**src/rtl/fma_operand_scheduler.sv**
```systemverilog
// Operand scheduler: round-robin arbitration of operand writes into per-FMA a/b/c
// slots, then one valid/ready batch issue to the FMA array once every slot is full.
module fma_operand_scheduler #(
    parameter int unsigned FMA_COUNT = 2,
    parameter int unsigned WIDTH     = 16,
    parameter int unsigned REQ_COUNT = 4,
    parameter int unsigned IDX_W     = (FMA_COUNT > 1) ? $clog2(FMA_COUNT) : 1
) (
    input  logic                   clk_in,
    input  logic                   rst_in,
    input  logic [REQ_COUNT-1:0]   req_valid_in,
    input  logic [IDX_W-1:0]       req_fma_idx_in [REQ_COUNT],
    input  logic [1:0]             req_slot_in    [REQ_COUNT],
    input  logic [WIDTH-1:0]       req_data_in    [REQ_COUNT],
    output logic [REQ_COUNT-1:0]   req_ready_out,
    output logic [3*WIDTH-1:0]     fma_out        [FMA_COUNT],
    output logic [2:0]             fma_out_valid  [FMA_COUNT],
    input  logic                   fma_ready_in,
    output logic [15:0]            issue_count_out,
    output logic [15:0]            drop_count_out
);

    localparam int unsigned PTR_W = (REQ_COUNT > 1) ? $clog2(REQ_COUNT) : 1;
    localparam int unsigned NSLOT = 3 * FMA_COUNT;

    typedef enum logic {
        S_FILL  = 1'b0,
        S_ISSUE = 1'b1
    } state_t;

    state_t                 state_q;
    logic [NSLOT-1:0]       fill_q;
    logic [PTR_W-1:0]       ptr_q;
    logic                   valid_q;
    logic [3*WIDTH-1:0]     opnd_q [FMA_COUNT];

    logic [REQ_COUNT-1:0]   legal;
    logic [REQ_COUNT-1:0]   eligible;
    logic [NSLOT-1:0]       slot_mask [REQ_COUNT];
    logic                   gnt_found;
    logic [PTR_W-1:0]       gnt_k;
    logic [PTR_W-1:0]       cand;
    logic [NSLOT-1:0]       fill_nxt;
    logic [IDX_W-1:0]       gnt_fma;
    logic [1:0]             gnt_slot;
    logic [WIDTH-1:0]       gnt_data;
    logic                   gnt_legal;

    // Decode each request: illegal ones are always eligible so they can be drained
    always_comb begin
        legal    = '0;
        eligible = '0;
        for (int unsigned k = 0; k < REQ_COUNT; k++) begin
            legal[k]     = (32'(req_fma_idx_in[k]) < FMA_COUNT) && (req_slot_in[k] != 2'd3);
            slot_mask[k] = legal[k]
                ? (NSLOT'(1) << (32'(req_fma_idx_in[k]) * 32'd3 + 32'(req_slot_in[k])))
                : '0;
            eligible[k]  = req_valid_in[k] && (!legal[k] || ((fill_q & slot_mask[k]) == '0));
        end
    end

    // Round-robin pick: first eligible requester at or after the pointer
    always_comb begin
        gnt_found = 1'b0;
        gnt_k     = '0;
        cand      = '0;
        for (int unsigned o = 0; o < REQ_COUNT; o++) begin
            cand = PTR_W'((32'(ptr_q) + o) % REQ_COUNT);
            if (!gnt_found && eligible[cand]) begin
                gnt_found = 1'b1;
                gnt_k     = cand;
            end
        end
    end

    assign gnt_fma   = req_fma_idx_in[gnt_k];
    assign gnt_slot  = req_slot_in[gnt_k];
    assign gnt_data  = req_data_in[gnt_k];
    assign gnt_legal = legal[gnt_k];
    assign fill_nxt  = fill_q | slot_mask[gnt_k];

    always_comb begin
        req_ready_out = '0;
        if (rst_in && (state_q == S_FILL) && gnt_found) begin
            req_ready_out = REQ_COUNT'(1) << gnt_k;
        end
    end

    always_ff @(posedge clk_in) begin
        if (!rst_in) begin
            state_q         <= S_FILL;
            fill_q          <= '0;
            ptr_q           <= '0;
            valid_q         <= 1'b0;
            issue_count_out <= '0;
            drop_count_out  <= '0;
            for (int unsigned f = 0; f < FMA_COUNT; f++) begin
                opnd_q[f] <= '0;
            end
        end else begin
            case (state_q)
                S_FILL: begin
                    if (gnt_found) begin
                        ptr_q <= PTR_W'((32'(gnt_k) + 32'd1) % REQ_COUNT);
                        if (gnt_legal) begin
                            case (gnt_slot)
                                2'd0:    opnd_q[gnt_fma][WIDTH-1:0]         <= gnt_data;
                                2'd1:    opnd_q[gnt_fma][2*WIDTH-1:WIDTH]   <= gnt_data;
                                2'd2:    opnd_q[gnt_fma][3*WIDTH-1:2*WIDTH] <= gnt_data;
                                default: ;
                            endcase
                            fill_q <= fill_nxt;
                            if (&fill_nxt) begin
                                state_q <= S_ISSUE;
                                valid_q <= 1'b1;
                            end
                        end else begin
                            drop_count_out <= drop_count_out + 16'd1;
                        end
                    end
                end
                S_ISSUE: begin
                    // Operands stay stale after the clear; they are only meaningful while valid
                    if (fma_ready_in) begin
                        fill_q          <= '0;
                        issue_count_out <= issue_count_out + 16'd1;
                        state_q         <= S_FILL;
                        valid_q         <= 1'b0;
                    end
                end
                default: state_q <= S_FILL;
            endcase
        end
    end

    for (genvar f = 0; f < FMA_COUNT; f++) begin : g_out
        assign fma_out[f]       = opnd_q[f];
        assign fma_out_valid[f] = {3{valid_q}};
    end

endmodule

```
**config.mk**
```make
export PLATFORM = sky130hd
export DESIGN_NAME = fma_operand_scheduler
export DESIGN_NICKNAME = d
export VERILOG_FILES = /design/src/rtl/fma_operand_scheduler.sv
export SDC_FILE = /design/constraint.sdc
export NUM_CORES = 1
export LEC_CHECK = 0
export CAP_MARGIN = 25
export CORE_MARGIN = 3
export CORE_UTILIZATION = 45
export CTS_CLUSTER_SIZE = 40
export DETAILED_ROUTE_END_ITERATION = 7
export HOLD_SLACK_MARGIN = 0.02
export PLACE_DENSITY = 0.78
export SLEW_MARGIN = 20
export SYNTH_ARGS = -nofsm -noshare
export SYNTH_HDL_FRONTEND = slang
export SYNTH_SLANG_ARGS = --single-unit
```
**constraint.sdc**
```tcl
create_clock -name clk_in -period 15.3 [get_ports clk_in]
set_input_delay 2.295 -clock clk_in [delete_from_list [all_inputs] [get_ports clk_in]]
set_output_delay 2.295 -clock clk_in [all_outputs]
set_load 0.005 [all_outputs]
```
Yosys cells after proc, flatten, opt, wreduce, memory -nomap -nowiden
Memories as Yosys holds them, arrays and structs flattened.
Index checks and enable logic that the tools add are counted.
Widths: inputs -> output; s select.
{"block": "totals", "register_bits": 42, "mem_bits_rw": 96, "output_inout_bits": 138, "wordCells": 151, "memories": 1}
{"block": "classes", "add_sub_neg": 10, "multipliers": 4, "magnitude_cmp": 6, "n_eq_ne": 10, "n_shift": 5, "n_mux": 69, "n_bitwise": 8, "n_reduce_logical": 32}
{"name": "opnd_q", "words": 2, "width": 48, "rd": 2, "rd_clocked_by_memory_dff": 0, "wr": 2, "line": "35", "rtl": "logic [3*WIDTH-1:0] opnd_q [FMA_COUNT];"}
{"operator": "$mux 6", "count": 9}
{"operator": "$mux 48", "count": 1}
{"operator": "$reduce_or 48->1", "count": 1}
{"operator": "$mux 1", "count": 37}
{"operator": "$add 16x1->16 const B", "count": 2}
{"operator": "$bmux 16 s2", "count": 1}
{"operator": "$mux 16", "count": 2}
{"operator": "$and 6x6->6", "count": 4}
{"operator": "$logic_not 6->1", "count": 4}
{"operator": "$shl 1x4->6 const A", "count": 4}
{"operator": "$add 3x2->4", "count": 4}
{"operator": "$lt 2x3->1 const B", "count": 5}
{"operator": "$ne 2x2->1 const B", "count": 7}
{"operator": "$bmux 1 s2", "count": 6}
{"operator": "$bmux 6 s2", "count": 1}
{"operator": "$mul 1x2->3 const B", "count": 4}
{"operator": "$mux 2", "count": 6}
{"operator": "$pmux 6 s2", "count": 1}
{"operator": "$logic_and 1x1->1", "count": 9}
{"operator": "$logic_not 1->1", "count": 7}
{"operator": "$or 6x6->6", "count": 1}
{"operator": "$reduce_and 3->1", "count": 2}
{"operator": "$reduce_and 6->1", "count": 1}
{"operator": "$add 2x1->2 const B", "count": 2}
{"operator": "16 further kinds", "count": 23}

Depth between registers and ports, before layout
{"block": "logic_depth", "depth_word": 33, "depth_mapped": 16}

Least setup slack after synthesis
No wires, ideal clock.
{"block": "synth_path", "path_kind": "input to output", "start": "input req_fma_idx_in[3] (netlist name)", "end": "output req_ready_out[1]", "arrival_ps": 5186, "path_slack_ps": 7819, "cell_stages": 13, "path_buffers": 3, "cell_sequence": "ha_1 > fa_1 > buf_2 > mux2i_1 > o32ai_2 > nor2_1 > o2bb2ai_1 > nor2_2 > inv_2 > buf_1 > clkbuf_1 > ha_1 > and3_1"}
{"block": "synth_between", "elab_chain_len": 22}
{"item": "from (decl)", "line": "12", "rtl": "input logic [IDX_W-1:0] req_fma_idx_in [REQ_COUNT],"}
{"item": "$mul 1x2->3 (*)", "line": "56", "rtl": "? (NSLOT'(1) << (32'(req_fma_idx_in[k]) * 32'd3 + 32'(req_slot_in[k])))"}
{"item": "$add 3x2->4 (*)", "line": "56"}
{"item": "$shl 1x4->6 (*)", "line": "56"}
{"item": "$mux 6 (*)", "line": "56"}
{"item": "$and 6x6->6 (*)", "line": "58", "rtl": "eligible[k] = req_valid_in[k] && (!legal[k] || ((fill_q & slot_mask[k]) == '0));"}
{"item": "$logic_not 6->1 (*)", "line": "58"}
{"item": "$logic_or 1x1->1 (*)", "line": "58"}
{"item": "$logic_and 1x1->1 (*)", "line": "58"}
{"item": "[6 not listed]"}
{"item": "$logic_not 1->1", "line": "69", "rtl": "if (!gnt_found && eligible[cand]) begin"}
{"item": "$logic_and 1x1->1", "line": "69"}
{"item": "$mux 1", "line": "69"}
{"item": "$logic_not 1->1", "line": "69"}
{"item": "$logic_and 1x1->1", "line": "69"}
{"item": "$mux 2 or $mux 1 (tied branches)", "line": "69"}
{"item": "$shl 1x2->4 or $logic_and 1x1->1 (tied branches)", "line": "85, 84"}
{"item": "$mux 4 (*)", "line": "84", "rtl": "if (rst_in && (state_q == S_FILL) && gnt_found) begin"}
{"item": "to (decl)", "line": "15", "rtl": "output logic [REQ_COUNT-1:0] req_ready_out,"}
Mark *: on every way between the ends. The rest lies on a longest branch, timed or not. The select of a mux whose other input is x is not followed.

Final worst setup path
{"block": "layout_path", "start": "input req_fma_idx_in[3] (netlist name)", "end": "output req_ready_out[0]"}
Same word-level chain as after synthesis.

==> results.md <==
- For the finished layout, the period the worst path requires is 8610 ps.
- The clock latency at the later pin of the worst-skew pair is 420 ps.
- Of the total power, the clock network draws 28.0%.
- The switching part of the total is 35.4%.
- The number of global-route vias before repair is 5746.
- STA puts the critical path data required time at 13010 ps.
- The final HPWL from detailed placement is 15100 um.
- The core area is 15300 um2.
- Wire segments on met2 add up to 10200 um in the final route.
- The initialized floorplan defines 45 standard-cell rows.
- In the layout the commonest cells are clkdlybuf4s50_1 (220), nor2_1 (146), edfxtp_1 (96), nand2_1 (70), dfxtp_1 (42).
- The post-synthesis cell area is 7020 um2.
- The max-slew violation count is 0.
- The most common cell after layout, fill and taps aside is clkdlybuf4s50_1.
- The final setup violation count is 0.
- Counting along the longest clock path gives a buffer depth of 2.
- Combinational logic is responsible for 36.6% of the overall power.
- The most used flip-flop cell after synthesis is edfxtp_1.
- The fraction of the yosys area taken by sequential cells is 53.0%.
- The CTS tree is built.
- In this run the static leakage power is 3.72 nW.
- The tightest min-delay check is of the reg2reg type.
- The placer's final routability congestion estimate is 0.930.
- Dividing total power by cell area gives a power density of 142 nW/um2.
- The first-pass iteration count of the detailed router is 5.
- The CTS sink count is 138.
- For this design the total switching power over the nets is 0.500 mW.
- The number of resized instances in the post-cts repair step is 0.
- The design draws 1.41 mW.
- Buffers placed on the I/O ports in this run total 220.
- The post-synthesis net count is 790.
- Relative to the synthesized area, the layout overhead comes to 41.4%.
- The post-synthesis average cell area is 10.1 um2.
- At the worst endpoint, the arrival time is 6310 ps.
- Synthesis inferred 138 register bits.
- CTS placed an instance of clkbuf_16 at the clock tree root.
- For this design, the CTS-stage hold fixing added 0 buffers.
- The type of element launching the critical path is a primary input.
- The Yosys step of the flow raised 0 warnings.
- The wire length reported by the detailed router is 20800 um.
- The number of unique standard cell types used by synthesis is 73.
- The first routing iteration left 541 violations.
- In the global route stage, overall resource usage came out at 24.2%.
- Measured against its own limit, the worst slew margin works out to 27.1%.
- The width of the die is 131 um.
- The total DRC errors in the routed layout is 0.
- Derived from the worst setup path, the maximum achievable clock frequency is 116 MHz.
- The kind of capture point of the worst setup path is an output pin.
- After clock tree synthesis, the clock-pin slew on the worst setup and hold paths is 60 ps.
- The number of H-tree levels is 4.
- The number of top-level design ports is 221.
- The routed length per placed instance is 18.4 um.
- The area share of the leading cell type in the synthesized netlist is 41.1%.
- The floorplan step defined a die boundary enclosing 17100 um2.
- The max capacitance violation total is 0.
- In the final layout, the share of cells above drive strength 1 is 7.65%.
- Setup total negative slack on the finished layout was measured at 0 ps.
- The vias after detailed routing is 6103.
- The number of enable-type register cells in the synthesized netlist is 96.
- The final number of hold-violating endpoints came to 0.
- The cell-internal power is 0.913 mW.
- The leftover overflow at the end of global routing is 0.
- Entering global routing, the biggest net connects 55 pins.
- The post-synthesis async set-or-reset flop share is 0%.
- Using the TritonRoute via totals, the vias-per-cell ratio works out to 5.41.
- The largest driver fanout on the critical path is 44.
- The gate count after technology mapping is 693.
- In this run, flip-flops and latches consume 35.4% of the power.
- The detailed router put a total of 8230 um of wire on met1.
- The layout net count is 999.
- The effective utilization at floorplan is 46.0%.
- The initial antenna violation count is 2.
- The highest layer touched by signal routing is met4.
- The flow ran to the end, and the final reports show no timing, DRC or antenna violations.
- Post-CTS timing repair inserted 0 buffers for setup.
- Setup repair after global routing left no endpoint under its margin.
- The maximum vdd ir drop is 0.101 mV.
- Buffers inserted during clock tree synthesis total 17.
- In the post-synthesis netlist, the biggest area contributors are edfxtp_1 (41%), dfxtp_1 (12%), nor2_1 (7.8%).
- The post-detailed-route count of antenna-violating nets is 0.
- Summed over all instances, the cell type with the most area after synthesis is edfxtp_1.
- Summed over all nets, wire length on met3 after detailed routing comes to 1950 um.
- The classification of the worst setup path is in2out.
- In this run the vertical extent of the chip is 131 um.
- The first global-routing pass estimated 31500 um of wire.
- For the pin with the worst max-slew slack, the measured transition is 1080 ps.
- The clock arrives with 9.39 ps of skew.
- The share of the clock period used by the worst path is 56.3%.
cell type report:
cell class	instances	area [um2]
timing repair buffer	232	2280
sequential	138	3720
clock inverter	10	75.1
inverter	14	55.1
antenna	2	5.00
multi-input combinational	499	3020
tap	211	264
fill	1196	5330
clock buffer	22	498
cell usage after synthesis (3+ instances only):
| master | instances |
|---|---|
| mux2i_1 | 22 |
| nand2_1 | 70 |
| nand4_1 | 9 |
| a211oi_1 | 3 |
| or3_1 | 11 |
| nor2_4 | 10 |
| edfxtp_1 | 96 |
| nand3_1 | 28 |
| mux2_2 | 3 |
| clkbuf_1 | 22 |
| buf_4 | 7 |
| nor2_1 | 146 |
| a211o_1 | 3 |
| buf_2 | 3 |
| and2_1 | 20 |
| buf_6 | 3 |
| nand2b_1 | 9 |
| o211ai_1 | 5 |
| and3_1 | 13 |
| xnor2_1 | 14 |
| o31a_1 | 3 |
| a21boi_0 | 12 |
| dfxtp_1 | 42 |
| a21oi_1 | 6 |
| nor4_1 | 5 |
| ha_1 | 10 |
| o21ai_0 | 34 |
| inv_1 | 12 |
| mux4_2 | 3 |
| buf_1 | 6 |
| nor3_1 | 7 |
| fa_1 | 4 |
power groups by stage:
stage          Clock (mW)  Sequential (mW)  Combinational, mW
2_1_floorplan           0            0.500              0.283
3_3_place_gp            0            0.507              0.500
3_5_place_dp            0            0.509              0.510
4_1_cts             0.400            0.501              0.514
5_1_grt             0.416            0.506              0.561
6_report            0.396            0.501              0.517
flip-flops by register name, indices dropped and copies added, names as in the netlist:
name,flops
issue_count_out,16
ptr_q,2
valid_q,1
state_q,1
fill_q,6
drop_count_out,16
opnd_q,96
stage by stage:
| stage | std cells | hold slack [ps] | setup slack (ps) | area [um2] | utilization [%] |
|---|---|---|---|---|---|
| floorplan | 693 | 462 | 7820 | 7020 | - |
| global placement | 1091 | 461 | 6860 | 9330 | 61.2 |
| detailed placement | 1093 | 472 | 6740 | 9340 | 61.2 |
| CTS | 1125 | 484 | 6730 | 9920 | 65.0 |
| global route | 1128 | 518 | 6440 | 9930 | 65.1 |
| finish | 1128 | 478 | 6690 | 9930 | 65.1 |
per-layer routing:
metal	global-route usage [%]	vias to the layer above
li1	-	2878
met1	30.3	2903
met2	40.7	294
met3	6.18	28
met4	8.35	0
met5	0	-
cells by family (layout without fill, tap and decap cells):
| logic type | count (synthesis) | after routing | synth area share [%] |
|---|---|---|---|
| DFF | 138 | 138 | 53.0 |
| muxes | 28 | 28 | 4.58 |
| buffers and inverters | 56 | 278 | 4.01 |
| and+or+nand+nor | 345 | 345 | 23.5 |
| other | 0 | 2 | 0 |
| xor gates and xnor gates | 15 | 15 | 1.87 |
| AOI/OAI and AO/OA | 97 | 97 | 10.1 |
| adders and majority gates | 14 | 14 | 2.92 |
worst max-delay path, stage by stage:
cell,delay (ps)
clkdlybuf4s50_1,490
ha_1,250
fa_1,710
mux2i_1,270
o32ai_2,130
nor4_1,380
o31a_1,350
nor2_4,70
inv_2,70
buf_4,430
ha_1,230
and3_1,140
clkdlybuf4s50_1,490
path summary, 6_finish.rpt:
| path | from | end | slack (ps) | cells after the start |
|---|---|---|---|---|
| worst max-delay path | req_fma_idx_in[3] | req_ready_out[0] | 6690 | 13 |
| worst min-delay path | drop_count_out[15] | drop_count_out[15] | 480 | 2 |
| worst max register to register | fill_q[3] | opnd_q[0][4] | 10160 | 10 |
| worst min register to register | drop_count_out[15] | drop_count_out[15] | 480 | 2 |
(Power assumes the default switching activity.)
